<file path="src/rtl/comp_pkg.sv">
// Shared types and constants for the sequential magnitude comparator.
//   comp_state_e : controller states (IDLE, RUN, DONE)
//   comp_flags_t : packed {eq, lt, gt} compare flags
//   FLAGS_RST    : flag value held while in reset (all clear)
//   FLAGS_INIT   : flag value loaded on accept (operands equal so far)
package comp_pkg;

  typedef enum logic [1:0] {
    IDLE = 2'd0,
    RUN  = 2'd1,
    DONE = 2'd2
  } comp_state_e;

  typedef struct packed {
    logic eq;
    logic lt;
    logic gt;
  } comp_flags_t;

  localparam comp_flags_t FLAGS_RST  = '{eq: 1'b0, lt: 1'b0, gt: 1'b0};
  localparam comp_flags_t FLAGS_INIT = '{eq: 1'b1, lt: 1'b0, gt: 1'b0};

endpackage

</file>
<file path="src/rtl/comp_slice.sv">
// Combinational compare of one SLICE-bit chunk, chaining single-bit
// eq/lt/gt cells from MSB to LSB. Incoming flags carry the verdict of the
// more significant bits; a decided verdict (lt or gt) passes through.
// Ports:
//   a_s, b_s        in  SLICE  operand chunks
//   eq_in/lt_in/gt_in in 1     verdict from more significant bits
//   eq_out/lt_out/gt_out out 1 verdict including this chunk
module comp_slice #(
  parameter int SLICE = 4
) (
  input  logic [SLICE-1:0] a_s,
  input  logic [SLICE-1:0] b_s,
  input  logic             eq_in,
  input  logic             lt_in,
  input  logic             gt_in,
  output logic             eq_out,
  output logic             lt_out,
  output logic             gt_out
);

  logic eq_c, lt_c, gt_c;

  always_comb begin
    eq_c = eq_in;
    lt_c = lt_in;
    gt_c = gt_in;
    for (int i = SLICE - 1; i >= 0; i--) begin
      // first differing bit while still equal decides the verdict for good
      if (eq_c && (a_s[i] != b_s[i])) begin
        eq_c = 1'b0;
        lt_c = b_s[i];
        gt_c = a_s[i];
      end
    end
  end

  assign eq_out = eq_c;
  assign lt_out = lt_c;
  assign gt_out = gt_c;

endmodule

</file>
<file path="src/rtl/seq_magnitude_comparator.sv">
// Multi-cycle magnitude comparator: compares two WIDTH-bit operands
// MSB-first, SLICE bits per cycle, with optional two's-complement mode and
// valid/ready handshakes on both sides.
// Optional build macro: COMP_EARLY_EXIT_EN -- finish as soon as the verdict
// is decided instead of always walking all NSLICE slices.
// Ports:
//   clk, rst            clock, synchronous active-high reset
//   in_valid/in_ready   operand handshake (ready only in IDLE)
//   a, b, is_signed     operands and mode, sampled on accept
//   out_valid/out_ready result handshake
//   eq, lt, gt          result flags, one-hot while out_valid
//
// state | meaning
// IDLE  | waiting for operands, in_ready high
// RUN   | comparing one slice per cycle, top slice first
// DONE  | result held until out_ready
module seq_magnitude_comparator
  import comp_pkg::*;
#(
  parameter int WIDTH = 32,
  parameter int SLICE = 4
) (
  input  logic             clk,
  input  logic             rst,
  input  logic             in_valid,
  output logic             in_ready,
  input  logic [WIDTH-1:0] a,
  input  logic [WIDTH-1:0] b,
  input  logic             is_signed,
  output logic             out_valid,
  input  logic             out_ready,
  output logic             eq,
  output logic             lt,
  output logic             gt
);

  localparam int NSLICE = WIDTH / SLICE;
  localparam int IDXW   = (NSLICE > 1) ? $clog2(NSLICE) : 1;
  localparam logic [IDXW-1:0]  IDX_TOP  = IDXW'(NSLICE - 1);
  localparam logic [WIDTH-1:0] SIGN_BIT = WIDTH'(1) << (WIDTH - 1);

  generate
    if (WIDTH % SLICE != 0) begin : g_bad_slice
      $error("seq_magnitude_comparator: SLICE must divide WIDTH");
    end
  endgenerate

  comp_state_e      state, state_nxt;
  logic [WIDTH-1:0] a_r, b_r;
  logic [IDXW-1:0]  idx;
  comp_flags_t      flags, slice_flags;
  logic             accept, decided;

  assign accept = in_valid && in_ready;

  // Operand registers shift left each RUN cycle, so the slice under
  // compare is always the top SLICE bits.
  comp_slice #(.SLICE(SLICE)) u_slice (
    .a_s    (a_r[WIDTH-1 -: SLICE]),
    .b_s    (b_r[WIDTH-1 -: SLICE]),
    .eq_in  (flags.eq),
    .lt_in  (flags.lt),
    .gt_in  (flags.gt),
    .eq_out (slice_flags.eq),
    .lt_out (slice_flags.lt),
    .gt_out (slice_flags.gt)
  );

`ifdef COMP_EARLY_EXIT_EN
  assign decided = slice_flags.lt || slice_flags.gt;
`else
  assign decided = 1'b0;
`endif

  always_ff @(posedge clk) begin
    if (rst) state <= IDLE;
    else     state <= state_nxt;
  end

  always_comb begin
    state_nxt = state;
    case (state)
      IDLE:    if (accept) state_nxt = RUN;
      RUN:     if ((idx == '0) || decided) state_nxt = DONE;
      DONE:    if (out_ready) state_nxt = IDLE;
      default: state_nxt = IDLE;
    endcase
  end

  always_comb begin
    in_ready  = 1'b0;
    out_valid = 1'b0;
    case (state)
      IDLE:    in_ready  = !rst;
      DONE:    out_valid = 1'b1;
      default: ;
    endcase
  end

  always_ff @(posedge clk) begin
    if (rst) begin
      a_r   <= '0;
      b_r   <= '0;
      idx   <= IDX_TOP;
      flags <= FLAGS_RST;
    end else begin
      case (state)
        IDLE: begin
          if (accept) begin
            // flipping the sign bit maps two's-complement order onto unsigned order
            a_r   <= is_signed ? (a ^ SIGN_BIT) : a;
            b_r   <= is_signed ? (b ^ SIGN_BIT) : b;
            idx   <= IDX_TOP;
            flags <= FLAGS_INIT;
          end
        end
        RUN: begin
          flags <= slice_flags;
          a_r   <= a_r << SLICE;
          b_r   <= b_r << SLICE;
          idx   <= idx - IDXW'(1);
        end
        default: ;
      endcase
    end
  end

  assign eq = flags.eq;
  assign lt = flags.lt;
  assign gt = flags.gt;

endmodule
</file>
<file path="config.mk">
export PLATFORM = sky130hd
export DESIGN_NAME = seq_magnitude_comparator
export DESIGN_NICKNAME = d
export VERILOG_FILES = /design/src/rtl/comp_pkg.sv /design/src/rtl/comp_slice.sv /design/src/rtl/seq_magnitude_comparator.sv
export SDC_FILE = /design/constraint.sdc
export NUM_CORES = 1
export LEC_CHECK = 0
export BUFFER_PORTS_ARGS = -buffer_cell sky130_fd_sc_hd__buf_2
export CORE_MARGIN = 2
export CORE_UTILIZATION = 45
export DETAILED_ROUTE_END_ITERATION = 12
export PLACE_DENSITY_LB_ADDON = 0.3
export SLEW_MARGIN = 25
export SYNTH_ARGS = -nofsm -noshare
export SYNTH_HDL_FRONTEND = slang
export SYNTH_SLANG_ARGS = --single-unit
</file>
<file path="constraint.sdc">
create_clock -name clk -period 1.3 [get_ports clk]
set_clock_uncertainty 0.05 [all_clocks]
set_input_delay 0.195 -clock clk [delete_from_list [all_inputs] [get_ports clk]]
set_output_delay 0.195 -clock clk [all_outputs]
set_load 0.01 [all_outputs]
</file>
==> results of run 1 <==
[logic make-up (layout without fill, tap and decap cells)]
kind of cell | Yosys count | after routing | share of synthesized area (%)
XOR/XNOR | 7 | 7 | 1.91
multiplexers | 1 | 1 | 0.311
AO/OA/AOI/OAI | 79 | 79 | 19.6
flip-flops | 72 | 72 | 44.8
adder cells (fa/ha/maj) | 2 | 2 | 0.778
AND/OR/NAND/NOR | 210 | 210 | 26.8
buffers and inverters | 41 | 130 | 5.83
[cell usage in the layout (no fill, tap or decap), types with 4 or more instances in the layout]
master | synthesis | final
a311oi_1 | 54 | 25
buf_2 | 12 | 72
buf_6 | 0 | 5
nand2_4 | 0 | 17
buf_4 | 5 | 19
a311oi_2 | 0 | 29
inv_1 | 6 | 6
buf_12 | 0 | 5
clkbuf_8 | 0 | 10
xnor2_1 | 6 | 4
a21oi_2 | 0 | 7
nand2_2 | 0 | 11
nand2_1 | 128 | 100
a21oi_1 | 12 | 5
clkbuf_16 | 0 | 4
nor2_1 | 59 | 58
dfxtp_1 | 72 | 69
[final timing paths]
path | start | slack, ns | depth (start not counted) | to
setup / recovery | state[0] | -0.29 | 5 | b_r[14]
hold reg to reg | a_r[3] | 0.42 | 2 | a_r[3]
setup reg to reg | state[0] | -0.29 | 5 | b_r[14]
hold / removal | b[2] | 0.04 | 3 | b_r[2]
[power by group through the flow]
stage	clock network, mW	logic (mW)	registers, mW
6_report	1.65	1.10	2.48
5_1_grt	1.75	1.19	2.50
4_1_cts	1.65	0.874	2.47
3_5_place_dp	0	0.821	2.52
3_3_place_gp	0	0.806	2.52
2_1_floorplan	0	0.516	2.51
[flip-flops by register name (all words and copies together) (netlist names)]
name / cells
a_r: 32
b_r: 32
eq: 1
gt: 1
idx: 3
lt: 1
state: 2
[metrics by stage]
stage / util [%] / instances / setup slack (ns)
after global routing: 67.9 / 597 / -0.362
after detailed placement: 55.9 / 571 / -0.213
after global placement: 55.9 / 571 / -0.151
after floorplan: - / 412 / -0.0643
final: 67.9 / 597 / -0.286
after CTS: 60.4 / 592 / -0.196
[layout make-up]
type	count	area share (%)
sequential	72	31.1
clock inverter	6	0.939
multi-input combinational	299	43.9
timing repair buffer	108	18.1
inverter	6	0.483
tap	96	2.58
clock buffer	10	2.95
[worst register-to-register path: cells and delay by family (launching register included)]
kind / cells / cell delay (ns)
AND/OR/NAND/NOR: 2 / 0.40
buffers and inverters: 2 / 0.40
flip-flops: 1 / 0.36
AO/OA/AOI/OAI: 1 / 0.29
[cells in the mapped netlist (all sizes together)]
cell	n
a41oi	1
or3	2
nor3b	2
a311oi	54
o21ai	2
mux2i	1
buf	19
xor2	1
nand2	128
ha	2
nor3	6
nor2b	4
a32o	2
clkbuf	16
inv	6
nand2b	3
nor4b	1
a21oi	12
nand3b	1
nor2	59
a22oi	3
xnor2	6
o22ai	3
or2	3
a211oi	1
and3b	1
o2bb2ai	1
dfxtp	72
[routing by layer]
layer	up-vias	wire length, um
met5	-	0
met4	0	140
met3	15	487
met2	103	4670
met1	1597	4030
li1	1601	-
[repair_timing]
item	4_1_cts	5_1_grt
gates cloned	2	4
buffers inserted	3	1
gates resized for setup	13	90
pin swaps	1	48
endpoints found under the setup margin	71	72
endpoints found under the hold margin	0	0
==> out/results.tsv, run 1 <==
metric	value	unit
outcome	finished with violations	
violations	setup timing	
use_met2	36.3	%
powerDensity	1120	nW/um^2
clk_pin_slew	0.08	ns
synth_largest_area_cell	dfxtp_1	
synth_area	3220	um^2
rsz0062_at_grt	true	
avgViaCountPerCell	5.55	
root_buffer	clkbuf_8	
ir_drop	0.000641	V
area_delta_synth_final	45.0	%
dpl-instance-area	3840	um^2
maxSlewViolCount	0	
start_util	46.8	%
crit_chain	nor4b_4 > buf_6 > clkbuf_16 > nand2_1 > a311oi_1	
multi_input_area	2050	um^2
met3_usage	3.45	%
cellLeakagePower	1.94	nW
max-slew-margin-rel	75.7	%
grt_max_degree	66	
rows	30	
cp_num_buf_inv	2	
swShare	30.4	%
via_count	3316	
required	1.50	ns
synth_top_area_share	44.8	%
insertion_delay	0.34	ns
fin_total_pwr	5.22	mW
clock-sinks	72	
hold_viol_final	0	
grt_pass1_wl	13.4	mm
place.gp.congestion	0.822	
regArea	1450	um^2
htree_levels	3	
dieArea	7840	um^2
nFillCells	555	
period_needed	1.59	ns
drt_iter0_drc	201	
min_path_type	primary input to flip-flop	
p_comb_share	21.1	%
cpPeakStageDelay	0.36	ns
critical_path.top_delay_family	simple AND/OR/NAND/NOR gates	
routedWlPerCell	15.6	um
setup_viol	71	
synthTopCellsByArea	dfxtp_1, nand2_1, a311oi_1	
crit_fanout	16	
p_switching	1.59	mW
clockPowerShare	31.5	%
maxCapViolCount	0	
seq_power_share	47.4	%
ys_warn_count	0	
holdWs	0.0396	ns
finalCritPeriodShare	122	%
clockBufferDepth	2	
layout_setup_ws	-0.286	ns
slowest_stage	dfxtp_4	
ys_types	30	
busiest_layer	met2	
yosysSeqAreaShare	44.8	%
layout-drive-gt1-share	41.9	%
n_antenna_cell	0	
core_area	6870	um^2
crit_path_start_kind	flip-flop	
gr-total-overflow	0	
ctsHoldBuffers	0	
fin_area	4660	um^2
num_io_pins	74	
die_y	88.6	um
clock.fmax	630	MHz
syn-num-nets	483	
remaining_drc_errors	0	
worst_slew_pin_slew	0.365	ns
port_buffers	73	
cp-end-kind	flip-flop	
dr.pass1.iters	4	
nets	567	
dp_hpwl	4.92	mm
setup-tns-final	-12.44	ns
ant_nets	0	
tritoncts	built	
syn_avg_cell_area	7.81	um^2
met1_usage	28.3	%
cts-buffers-inserted	9	
cp_data_arrival_time	1.79	ns
ys_ff_latch	72	
groute.usage.overall	21.7	%
path_class	flip-flop to flip-flop	
power.internal	3.64	mW
drt-total-wl	9.33	mm
die_w	88.6	um
first_global_vias	3026	
antenna_found_initial	0	
synthCells	412	
Power figures use the tool's default switching activity.
==> inputs of run 2 (changes only) <==
--- a/config.mk
+++ b/config.mk
@@ -7,7 +7,7 @@
 export LEC_CHECK = 0
 export BUFFER_PORTS_ARGS = -buffer_cell sky130_fd_sc_hd__buf_2
 export CORE_MARGIN = 2
-export CORE_UTILIZATION = 45
+export CORE_UTILIZATION = 48
 export DETAILED_ROUTE_END_ITERATION = 12
 export PLACE_DENSITY_LB_ADDON = 0.3
 export SLEW_MARGIN = 25
==> out/results.tsv, run 2 (synthesized netlist as in run 1, its figures left out) <==
metric	value	unit	change
crit_path_start_kind	flip-flop		
num_io_pins	74		unchanged
start_util	50.1	%	+3.3 points
hold_viol_final	0		unchanged
top_regs	a_r (32), b_r (32), idx (3)		
nets	582		+2.6%
remaining_drc_errors	2		+2
met3_usage	3.56	%	+0.11 points
crit_top_cell	buf_4		
crit_fanout	27		+11
rows	29		-3.3%
cellLeakagePower	1.92	nW	-1.3%
busiest_layer	met2		
ant_nets	0		unchanged
cp_data_arrival_time	1.68	ns	-0.11 ns
insertion_delay	0.34	ns	about the same
port_buffers	73		unchanged
groute.usage.overall	23.5	%	+1.8 points
holdWs	0.0437	ns	+0.00413 ns
dieArea	7370	um^2	-6.0%
drt-total-wl	8.90	mm	-4.6%
n_antenna_cell	0		unchanged
preCtsSetupSlack	-0.185	ns	+0.0278 ns
gr-total-overflow	0		unchanged
setup_viol	72		+1.4%
max-slew-margin-rel	58.6	%	-17 points
layout_setup_ws	-0.174	ns	+0.112 ns
slowest_stage	dfxtp_4		
use_met2	38.5	%	+2.2 points
cpPeakStageDelay	0.37	ns	about the same
clk_pin_slew	0.08	ns	about the same
worst_slew_pin_slew	0.621	ns	+0.255 ns
violations	DRC, setup timing		
cp-end-kind	flip-flop		
clockBufferDepth	2		unchanged
powerDensity	1220	nW/um^2	+8.5%
dpl-instance-area	3850	um^2	+0.42%
first_global_vias	3033		+0.23%
fin_total_pwr	5.53	mW	+5.9%
maxSlewViolCount	0		unchanged
clock.fmax	678	MHz	+7.6%
antenna_found_initial	0		unchanged
min_path_type	primary input to flip-flop		
mostFrequentLayoutCell	nand2_1		
root_buffer	clkbuf_8		
grt_max_degree	58		-12%
area_delta_synth_final	41.5	%	
final_util	70.9	%	+3.0 points
die_w	85.9	um	-3.0%
outcome	finished with violations		
die_y	85.9	um	-3.0%
avgViaCountPerCell	5.54		-0.24%
crit_chain	buf_4 > buf_4 > nand2b_4 > buf_12 > nor2_1 > a311oi_2		
final_cell_mix	nand2_1, buf_2, dfxtp_1		
htree_levels	3		unchanged
layout-drive-gt1-share	34.1	%	-7.8 points
fin_area	4550	um^2	-2.4%
place.gp.congestion	0.844		+2.7%
path_class	flip-flop to flip-flop		
drt_iter0_drc	203		+1.0%
regArea	1460	um^2	+0.35%
finalCritPeriodShare	113	%	-8.6 points
routedWlPerCell	15.0	um	-4.0%
ctsHoldBuffers	0		unchanged
period_needed	1.47	ns	-0.112 ns
clock-sinks	72		unchanged
dp_hpwl	4.96	mm	+0.88%
via_count	3286		-0.90%
nFillCells	477		-14%
cts-buffers-inserted	9		unchanged
grt_pass1_wl	13.8	mm	+3.4%
rsz0062_at_grt	true		
dr.pass1.iters	8		+4
multi_input_area	1770	um^2	-13%
required	1.50	ns	about the same
maxCapViolCount	0		unchanged
tritoncts	built		
met1_usage	31.0	%	+2.7 points
ir_drop	0.000794	V	+24%
core_area	6420	um^2	-6.5%
[run 2: changes by cell type in the layout (fill, tap and decap cells not counted), moves of 7 or more]
cell	delta
nand2_4	-16
a311oi_1	+22
a21oi_1	+7
buf_4	+12
nand2_1	+24
a21oi_2	-7
nand2_2	-8
a311oi_2	-22
[run 2: path summary, 6_finish.rpt]
| path | endpoint | slack, ns | depth (start not counted) | from |
|---|---|---|---|---|
| max | b_r[27] | -0.17 | 6 | state[0] |
| min reg2reg | a_r[3] | 0.41 | 2 | a_r[3] |
| max reg2reg | b_r[27] | -0.17 | 6 | state[0] |
| min | b_r[2] | 0.04 | 3 | b[2] |
[run 2: what timing repair did]
item                                    4_1_cts  5_1_grt
pin swaps                                     9       12
gates cloned                                  5        2
buffers inserted                              9        2
endpoints found under the hold margin         0        0
endpoints found under the setup margin       69       72
gates resized for setup                      23       18
[run 2: worst max-delay path, delay by kind of cell (launching register included)]
family / cells / cell delay [ns]
buffers and inverters: 3 / 0.48
DFF: 1 / 0.37
AOI/OAI and AO/OA: 1 / 0.25
and+or+nand+nor: 2 / 0.23
[run 2: where the power goes]
| group | internal, mW | switching, mW |
|---|---|---|
| clock | 1.12 | 0.850 |
| sequential | 2.37 | 0.111 |
| combinational | 0.553 | 0.519 |
| total | 4.05 | 1.48 |
[run 2: metal layers]
layer  routed length, um  vias to the layer above
li1                    -                     1629
met1                3810                     1536
met2                4430                      111
met3                 526                       10
met4                 129                        0
met5                   0                        -
[run 2: metrics by stage]
stage	cells	TNS, ns
finish	593	-9.38
CTS	589	-8.33
global route	593	-15.44
floorplan	412	-2.74
detailed placement	559	-7.64
global placement	559	-6.59
[run 2: final cells by class]
class                   instances  share of cell area [%]
multi-input cells             299                    38.9
clock inverters                 6                    1.81
clock buffers                  10                    3.02
flip-flops and latches         72                    32.0
inverters                       6                   0.495
well taps                      77                    2.12
repair buffers                123                    21.6
==> inputs of run 3 (changes only) <==
--- a/config.mk
+++ b/config.mk
@@ -9,7 +9,7 @@
 export CORE_MARGIN = 2
 export CORE_UTILIZATION = 48
 export DETAILED_ROUTE_END_ITERATION = 12
-export PLACE_DENSITY_LB_ADDON = 0.3
+export PLACE_DENSITY = 0.75
 export SLEW_MARGIN = 25
 export SYNTH_ARGS = -nofsm -noshare
 export SYNTH_HDL_FRONTEND = slang
==> out/results.tsv, run 3 (synthesized netlist as in run 1, its figures left out) <==
metric	value	unit	change
outcome	finished with violations		
violations	DRC, setup timing		
nFillCells	345		-28%
htree_levels	3		unchanged
swShare	31.1	%	+4.4 points
rsz0062_at_grt	true		
clockBufferDepth	2		unchanged
p_switching	1.81	mW	+22%
grt_pass1_wl	14.6	mm	+5.4%
cp-end-kind	flip-flop		
gr-total-overflow	0		unchanged
finalCritPeriodShare	129	%	+15 points
drt_iter0_drc	325		+60%
clock.fmax	599	MHz	-12%
grt_max_degree	59		+1.7%
cellLeakagePower	2.23	nW	+16%
max-slew-margin-rel	75.5	%	+17 points
via_count	3891		+18%
num_io_pins	74		unchanged
crit_fanout	6		-78%
root_buffer	clkbuf_8		
p_comb_share	24.4	%	+5.0 points
crit_path_start	state[0]		
remaining_drc_errors	3		+1
first_global_vias	3178		+4.8%
rows	29		unchanged
dp_hpwl	5.27	mm	+6.2%
die_w	85.9	um	unchanged
layout-drive-gt1-share	46.8	%	+13 points
regArea	1460	um^2	about the same
holdWs	0.00555	ns	-0.0382 ns
ant_nets	0		unchanged
clockPowerShare	32.4	%	-3.3 points
ir_drop	0.000676	V	-15%
die_y	85.9	um	unchanged
final_cells	613		+3.4%
multi_input_area	2110	um^2	+19%
cts-buffers-inserted	9		unchanged
r2r-start	state[0]		
place.gp.congestion	0.768		-9.0%
antenna_found_initial	0		unchanged
start_util	50.1	%	unchanged
layout_setup_ws	-0.371	ns	-0.196 ns
seq_power_share	43.1	%	-1.8 points
avgViaCountPerCell	6.35		+15%
fin_total_pwr	5.80	mW	+5.0%
setup_viol	73		+1.4%
drt-total-wl	13.2	mm	+49%
ctsHoldBuffers	0		unchanged
dieArea	7370	um^2	unchanged
area_delta_synth_final	61.8	%	
maxSlewViolCount	0		unchanged
power.internal	4.00	mW	-1.3%
n_antenna_cell	0		unchanged
core_area	6420	um^2	unchanged
dp_cells	559		unchanged
path_class	flip-flop to flip-flop		
powerDensity	1120	nW/um^2	-8.2%
final_util	81.0	%	+10 points
required	1.51	ns	about the same
crit_path_start_kind	flip-flop		
setup-tns-final	-15.31	ns	-5.93 ns
groute.usage.overall	25.0	%	+1.5 points
dr.pass1.iters	9		+1
maxCapViolCount	0		unchanged
hold_viol_final	0		unchanged
setup.worst_path.end	b_r[30]		
dpl-instance-area	3870	um^2	+0.32%
clk_pin_slew	0.09	ns	about the same
nets	602		+3.4%
cp_data_arrival_time	1.88	ns	+0.20 ns
r2r_slack	-0.37	ns	-0.20 ns
final_cell_mix	nand2_1, buf_2, dfxtp_1		
mostFrequentLayoutCell	nand2_1		
tritoncts	built		
timing.rr.end	b_r[30]		
top_regs	a_r (32), b_r (32), idx (3)		
fin_area	5200	um^2	+14%
reg2reg_depth	5		-1
port_buffers	73		unchanged
worst_slew_pin_slew	0.368	ns	-0.253 ns
min_path_type	primary input to flip-flop		
period_needed	1.67	ns	+0.196 ns
insertion_delay	0.37	ns	+0.03 ns
preCtsSetupSlack	-0.188	ns	-0.00345 ns
routedWlPerCell	21.6	um	+44%
clock-sinks	72		unchanged
## run 3: cell types whose count changed in the layout (fill, tap and decap cells not counted), moves of 7 or more
cell,change
a311oi_1,-24
a311oi_2,+24
buf_6,+7
clkbuf_16,+11
nand2_1,-33
nand2_2,+16
nand2_4,+16
## run 3: timing repair
action,4_1_cts,5_1_grt
setup buffers,9,8
endpoints found under the setup margin,71,71
cloned,4,17
pin swaps,5,50
gates resized for setup,32,96
## run 3: area by class of cell
type	count	share of cell area [%]
Sequential cell	72	28.0
Inverter	6	0.433
Clock buffer	11	2.72
Multi-Input combinational cell	301	40.5
Timing Repair Buffer	141	25.4
Tap cell	77	1.85
Clock inverter	5	1.08
## run 3: worst min path at each step
| stage | startpoint | end | slack [ns] | depth (start not counted) |
|---|---|---|---|---|
| finish | b[1] | b_r[1] | 0.006 | 3 |
| floorplan | a[0] | a_r[0] | 0.28 | 2 |
| global route | a[2] | a_r[2] | 0.02 | 3 |
| detailed placement | b[1] | b_r[1] | 0.39 | 3 |
| global placement | b[1] | b_r[1] | 0.39 | 3 |
| CTS | b[1] | b_r[1] | 0.03 | 3 |
## run 3: power by group through the flow
stage                     Sequential [mW]  Combinational (mW)  Clock (mW)
after floorplan                      2.51               0.516           0
after global placement               2.52               0.816           0
after detailed placement             2.53               0.842           0
after CTS                            2.48               0.982        1.81
after global routing                 2.52                1.49        1.95
final                                2.50                1.42        1.88
## run 3: layer usage
layer / global-route usage (%) / vias to the layer above / wire (um)
met1: 31.0 / 1825 / 4770
met2: 42.8 / 303 / 6480
met3: 4.14 / 92 / 1100
met4: 10.7 / 0 / 888
met5: 0 / - / 0
li1: - / 1671 / -
## run 3: worst max-delay path, stage by stage (launching register included)
cell	delay, ns
dfxtp_4	0.38
nor4b_4	0.33
buf_6	0.22
clkbuf_16	0.20
nand2_2	0.06
a311oi_1	0.32
